[src/rtl/multi_channel_dummy_adc.sv]
// Behavioural N-channel ADC model: trigger/busy/done handshake with a fixed
// conversion latency, per-channel result bank, sticky status word and
// deterministic sample data from a seeded 16-bit Fibonacci LFSR.
// Optional feature macro: DUMMY_ADC_SCAN_EN (scan-all conversion on SCAN_REQ).
module multi_channel_dummy_adc #(
  parameter  int DATA_WIDTH   = 32,
  parameter  int NUM_CHANNELS = 4,
  parameter  int RESOLUTION   = 12,
  parameter  int CONV_CYCLES  = 8,
  parameter  int RAND_SEED    = 1,
  localparam int CH_W         = (NUM_CHANNELS > 1) ? $clog2(NUM_CHANNELS) : 1
) (
  input  logic                    clk,
  input  logic                    reset,
  input  logic                    ADC_TRIGGER,
  input  logic [CH_W-1:0]         CHANNEL_SEL,
  input  logic                    SCAN_REQ,
  input  logic                    STATUS_CLR,
  input  logic [NUM_CHANNELS-1:0] ANALOG_IN,
  input  logic [CH_W-1:0]         RD_CHANNEL,
  output logic [DATA_WIDTH-1:0]   MEASUREMENT,
  output logic                    DATA_VALID,
  output logic [DATA_WIDTH-1:0]   RD_DATA,
  output logic [DATA_WIDTH-1:0]   STATUS_REG
);

  localparam int              CNT_W    = (CONV_CYCLES > 1) ? $clog2(CONV_CYCLES) : 1;
  localparam logic [CNT_W-1:0] CNT_INIT = CNT_W'(CONV_CYCLES - 1);
  localparam logic [CH_W-1:0]  LAST_CH  = CH_W'(NUM_CHANNELS - 1);
  localparam logic [15:0]      SEED_RAW = RAND_SEED[15:0];
  localparam logic [15:0]      SEED     = (SEED_RAW == 16'h0000) ? 16'h0001 : SEED_RAW;

  typedef enum logic [0:0] {
    S_IDLE,
    S_CONVERT
  } state_t;

  state_t                  state_q, state_d;
  logic [CNT_W-1:0]        cnt_q, cnt_d;
  logic [CH_W-1:0]         ch_q, ch_d;
  logic [15:0]             lfsr_q, lfsr_d;
  logic [RESOLUTION-1:0]   meas_q, meas_d;
  logic                    valid_q, valid_d;
  logic                    done_q, done_d;
  logic                    ovr_q, ovr_d;
  logic                    cerr_q, cerr_d;
  logic [3:0]              last_q, last_d;
  logic                    scan_q, scan_d;

  logic [RESOLUTION-1:0]   bank_q [NUM_CHANNELS];
  logic                    bank_we;
  logic [15:0]             lfsr_nx;
  logic [RESOLUTION-1:0]   res;
  logic                    sel_ok;
  logic                    scan_go;

  function automatic logic [15:0] lfsr_step(input logic [15:0] s);
    return {s[14:0], s[15] ^ s[13] ^ s[12] ^ s[10]};
  endfunction

`ifdef DUMMY_ADC_SCAN_EN
  assign scan_go = SCAN_REQ;
`else
  logic unused_scan_req;
  assign scan_go         = 1'b0;
  assign unused_scan_req = SCAN_REQ;
`endif

  assign lfsr_nx = lfsr_step(lfsr_q);
  assign res     = ANALOG_IN[ch_q] ? lfsr_nx[RESOLUTION-1:0] : '0;
  assign sel_ok  = (int'(CHANNEL_SEL) < NUM_CHANNELS);

  // FSM state register
  always_ff @(posedge clk or posedge reset) begin
    if (reset) state_q <= S_IDLE;
    else       state_q <= state_d;
  end

  // Conversion datapath and sticky status registers
  always_ff @(posedge clk or posedge reset) begin
    if (reset) begin
      cnt_q   <= '0;
      ch_q    <= '0;
      lfsr_q  <= SEED;
      meas_q  <= '0;
      valid_q <= 1'b0;
      done_q  <= 1'b0;
      ovr_q   <= 1'b0;
      cerr_q  <= 1'b0;
      last_q  <= '0;
      scan_q  <= 1'b0;
    end else begin
      cnt_q   <= cnt_d;
      ch_q    <= ch_d;
      lfsr_q  <= lfsr_d;
      meas_q  <= meas_d;
      valid_q <= valid_d;
      done_q  <= done_d;
      ovr_q   <= ovr_d;
      cerr_q  <= cerr_d;
      last_q  <= last_d;
      scan_q  <= scan_d;
    end
  end

  // Next-state logic; flag clears are applied first so a same-edge set wins
  always_comb begin
    state_d = state_q;
    cnt_d   = cnt_q;
    ch_d    = ch_q;
    lfsr_d  = lfsr_q;
    meas_d  = meas_q;
    valid_d = 1'b0;
    done_d  = done_q;
    ovr_d   = ovr_q;
    cerr_d  = cerr_q;
    last_d  = last_q;
    scan_d  = scan_q;
    bank_we = 1'b0;

    if (STATUS_CLR) begin
      ovr_d  = 1'b0;
      cerr_d = 1'b0;
    end

    unique case (state_q)
      S_IDLE: begin
        if (ADC_TRIGGER) begin
          if (scan_go || sel_ok) begin
            state_d = S_CONVERT;
            cnt_d   = CNT_INIT;
            ch_d    = scan_go ? '0 : CHANNEL_SEL;
            scan_d  = scan_go;
            done_d  = 1'b0;
          end else begin
            cerr_d = 1'b1;
          end
        end
      end
      S_CONVERT: begin
        if (ADC_TRIGGER) ovr_d = 1'b1;
        if (cnt_q != '0) begin
          cnt_d = cnt_q - 1'b1;
        end else begin
          lfsr_d  = lfsr_nx;
          meas_d  = res;
          valid_d = 1'b1;
          bank_we = 1'b1;
          last_d  = 4'(ch_q);
          // scan continues straight into the next channel without passing IDLE
          if (scan_q && (ch_q != LAST_CH)) begin
            cnt_d = CNT_INIT;
            ch_d  = ch_q + 1'b1;
          end else begin
            state_d = S_IDLE;
            done_d  = 1'b1;
            scan_d  = 1'b0;
          end
        end
      end
      default: state_d = S_IDLE;
    endcase
  end

  // Per-channel result bank
  always_ff @(posedge clk or posedge reset) begin
    if (reset) begin
      for (int unsigned i = 0; i < NUM_CHANNELS; i++) bank_q[i] <= '0;
    end else if (bank_we) begin
      bank_q[ch_q] <= res;
    end
  end

  // Combinational bank read, zero outside the populated channel range
  always_comb begin
    RD_DATA = '0;
    if (int'(RD_CHANNEL) < NUM_CHANNELS) RD_DATA[RESOLUTION-1:0] = bank_q[RD_CHANNEL];
  end

  // Output assembly
  always_comb begin
    MEASUREMENT                   = '0;
    MEASUREMENT[RESOLUTION-1:0]   = meas_q;
    DATA_VALID                    = valid_q;
    STATUS_REG                    = '0;
    STATUS_REG[0]                 = (state_q == S_CONVERT);
    STATUS_REG[1]                 = done_q;
    STATUS_REG[2]                 = ovr_q;
    STATUS_REG[3]                 = cerr_q;
    STATUS_REG[11:8]              = last_q;
  end

endmodule

[config.mk]
export PLATFORM = sky130hd
export DESIGN_NAME = multi_channel_dummy_adc
export DESIGN_NICKNAME = d
export VERILOG_FILES = /design/src/rtl/multi_channel_dummy_adc.sv
export SDC_FILE = /design/constraint.sdc
export NUM_CORES = 1
export LEC_CHECK = 0
export ABC_AREA = 1
export CORE_ASPECT_RATIO = 1.4
export CORE_MARGIN = 5
export CORE_UTILIZATION = 30
export DETAILED_ROUTE_END_ITERATION = 16
export SETUP_SLACK_MARGIN = 0.5
export SLEW_MARGIN = 20
export SYNTH_ARGS = -nofsm -noshare
export SYNTH_HDL_FRONTEND = slang
export SYNTH_SLANG_ARGS = --single-unit
[constraint.sdc]
create_clock -name clk -period 3.45 [get_ports clk]
set_input_delay 0.5175 -clock clk [delete_from_list [all_inputs] [get_ports clk]]
set_output_delay 0.5175 -clock clk [all_outputs]
set_load 0.01 [all_outputs]
==> results.tsv <==
metric	value	unit
Synth Instances	545	
clock transition at the registers of the reported paths	0.06	ns
share of the synthesized area in the top cell type	0.482	
Critical Path Start Type	primary input	
Starting Density	0.306	
CP max FO	12	
most area-consuming cells after synthesis	dfrtp_1, nand2_1, buf_4	
flop2flop setup slack	1.33	ns
max incr delay on CP	0.60	ns
global-route wire length before repair	16500	um
worst flop-to-flop path startpoint	cnt_q[0]$_DFFE_PP0P_	
Num CTS Buffers	9	
largest net degree at the start of global routing	49	
via count	3317	
full die area	17500	um^2
peak supply drop	272	uV
Worst EP arrival	2.31	ns
worst setup margin	0.621	ns
area leader, netlist	dfrtp_1	
clk buf depth	2	
clock latency on the worst-skew pair	0.33	ns
hold endpoint	bank_q[26]$_DFFE_PP0P_	
setup TNS	0	ns
number of max-cap violations	0	
final core occ	0.345	
worst path cell trace	clkdlybuf4s50_1 -> inv_1 -> o21ai_0 -> o22ai_1 -> clkdlybuf4s50_1	
Bufs and invs on worst path	3	
commonest non-fill, non-tap cell in the layout	nand2_1	
clk sink count	87	
Post-Syn Area per Cell	8.19	um^2
Top Ports	110	
Sequential Area	2180	um^2
Power Dens Cells	743	nW/um^2
Worst setup EP type	output port	
core area	14600	um^2
Clock Tree Root	clkbuf_16	
synthesized area	4460	um^2
Slew Limit Fails	0	
drc violations	0	
RSZ-0062 raised after global routing	no	
ANT cells	0	
Tcrit/Tclk final	0.820	
family with the most delay on the worst path	buffers and inverters	
YS warnings	0	
Yosys reg bits	87	
Critical Path Most Common Cell	clkdlybuf4s50_1	
PortBufs	41	
post-synth cell types	28	
drt pass-1 iters	4	
Final GP Congestion	0.815	
WL per Instance	12.9	um
Post-DP HPWL	6890	um
worst slack at placement	0.452	ns
worst path required time	2.93	ns
most frequent cells in the layout	nand2_1, dfrtp_1, conb_1, o21ai_0, clkdlybuf4s50_1	
Via density	4.31	
area of the multi-input gates	1730	um^2
capturing point of the worst reg2reg path	bank_q[0]$_DFFE_PP0P_	
Layout area overhead	12.5	%
Antenna Nets Post-Route	0	
worst min path class	reg2reg	
initial drt markers	185	
gr usage total	0.117	
sequential share of the synthesized area	0.488	
Hold Path Stages	2	
Setup CP Type	in2out	
status	finished clean	
fin crit period	2.83	ns
vias in the first global route	3264	
Worst R2R Path Depth	9	
fin nets	597	
setup bufs post-CTS	0	
Max Clk Rate	354	MHz
fraction of layout cells with a size suffix above 1	0.0723	
final-layout fill cell count	1522	
die height	154	um
worst relative slew slack	0.371	
Setup Skew	0.00742	ns
# setup viols final	0	
Hold Vio Cnt, Final	0	
Routed WL	9960	um
leakage	0.00249	uW
initial antenna violation count	0	
Worst Min Path Start	bank_q[26]$_DFFE_PP0P_	
num rows	52	
grt total ovfl	0	
CTS tree	yes	
Die Width	113	um
measured slew at the worst slew-check pin	0.942	ns
hold_ws	0.474	ns
critical path's slowest cell	clkdlybuf4s50_1	
H-Tree Depth	3	
-- worst reg2reg max path: stages, from the launching register on --
cell     delay (ns)
dfrtp_1        0.36
inv_1          0.11
ha_1           0.23
nand3_4        0.08
buf_4          0.22
inv_4          0.14
nand2_2        0.22
inv_1          0.46
nand3_1        0.15
nand2_1        0.09
-- how the worst max path moves through the flow --
stage / end / cells after the start / start
floorplan: DATA_VALID$_DFF_PP0_ / 1 / reset
detailed placement: RD_DATA[9] / 6 / RD_CHANNEL[0]
CTS: RD_DATA[9] / 5 / RD_CHANNEL[1]
global route: RD_DATA[2] / 5 / RD_CHANNEL[1]
global placement: RD_DATA[9] / 6 / RD_CHANNEL[0]
finish: RD_DATA[9] / 5 / RD_CHANNEL[1]
-- report_power, final --
part	switching, uW	total, uW	internal, uW
Clock	390	893	503
Combinational	690	1210	517
Sequential	218	1630	1410
Total	1300	3730	2430
-- cell families after synthesis --
group / after synthesis / share of synthesized area
other cells: 1 / 0.000840
simple gates: 252 / 0.228
fa+ha+maj: 6 / 0.0168
compound gates: 71 / 0.0844
buf+inv: 127 / 0.180
xor+xnor: 1 / 0.00196
flops: 87 / 0.488
-- registers in the layout (all words and copies together) (netlist names) --
signal and count:
DATA_VALID 1, bank_q 48, ch_q 2, cnt_q 3, done_q 1, last_q 2
lfsr_q 16, meas_q 12, ovr_q 1, state_q 1
-- timing repair --
item / in CTS / in global routing
hold buffers: 0 / 0
setup endpoints to repair: 2 / 0
resized for setup: 1 / 0
-- stage by stage --
step | std cells | instance area [um^2] | power, uW
floorplan | 611 | 4710 | 2480
global placement | 756 | 4750 | 2810
detailed placement | 756 | 4750 | 2870
CTS | 770 | 5020 | 3780
global route | 770 | 5020 | 4020
finish | 770 | 5020 | 3730
-- area by class of cell --
type / count / share of cell area
clock inverter: 4 / 0.00623
inverter: 36 / 0.0277
sequential: 87 / 0.434
clock buffer: 10 / 0.0476
multi-input combinational: 397 / 0.345
timing repair buffer: 47 / 0.0929
tap: 189 / 0.0471
-- synthesized netlist by cell type (all sizes together) --
master and instances:
a21oi 2, a22oi 2, buf 83, clkbuf 8, conb 1, dfrtp 86
dfstp 1, ha 6, inv 36, nand2 204, nand3 9, nor2 39
o21ai 54, o22ai 13, xnor2 1
-- metal layers --
layer	vias to the layer above	share of wire	GRT usage
met5	-	0	0
met4	0	0.015	0.0424
met3	10	0.084	0.0262
met2	132	0.50	0.201
met1	1561	0.40	0.142
li1	1614	-	-
Power figures use the tool's default switching activity.
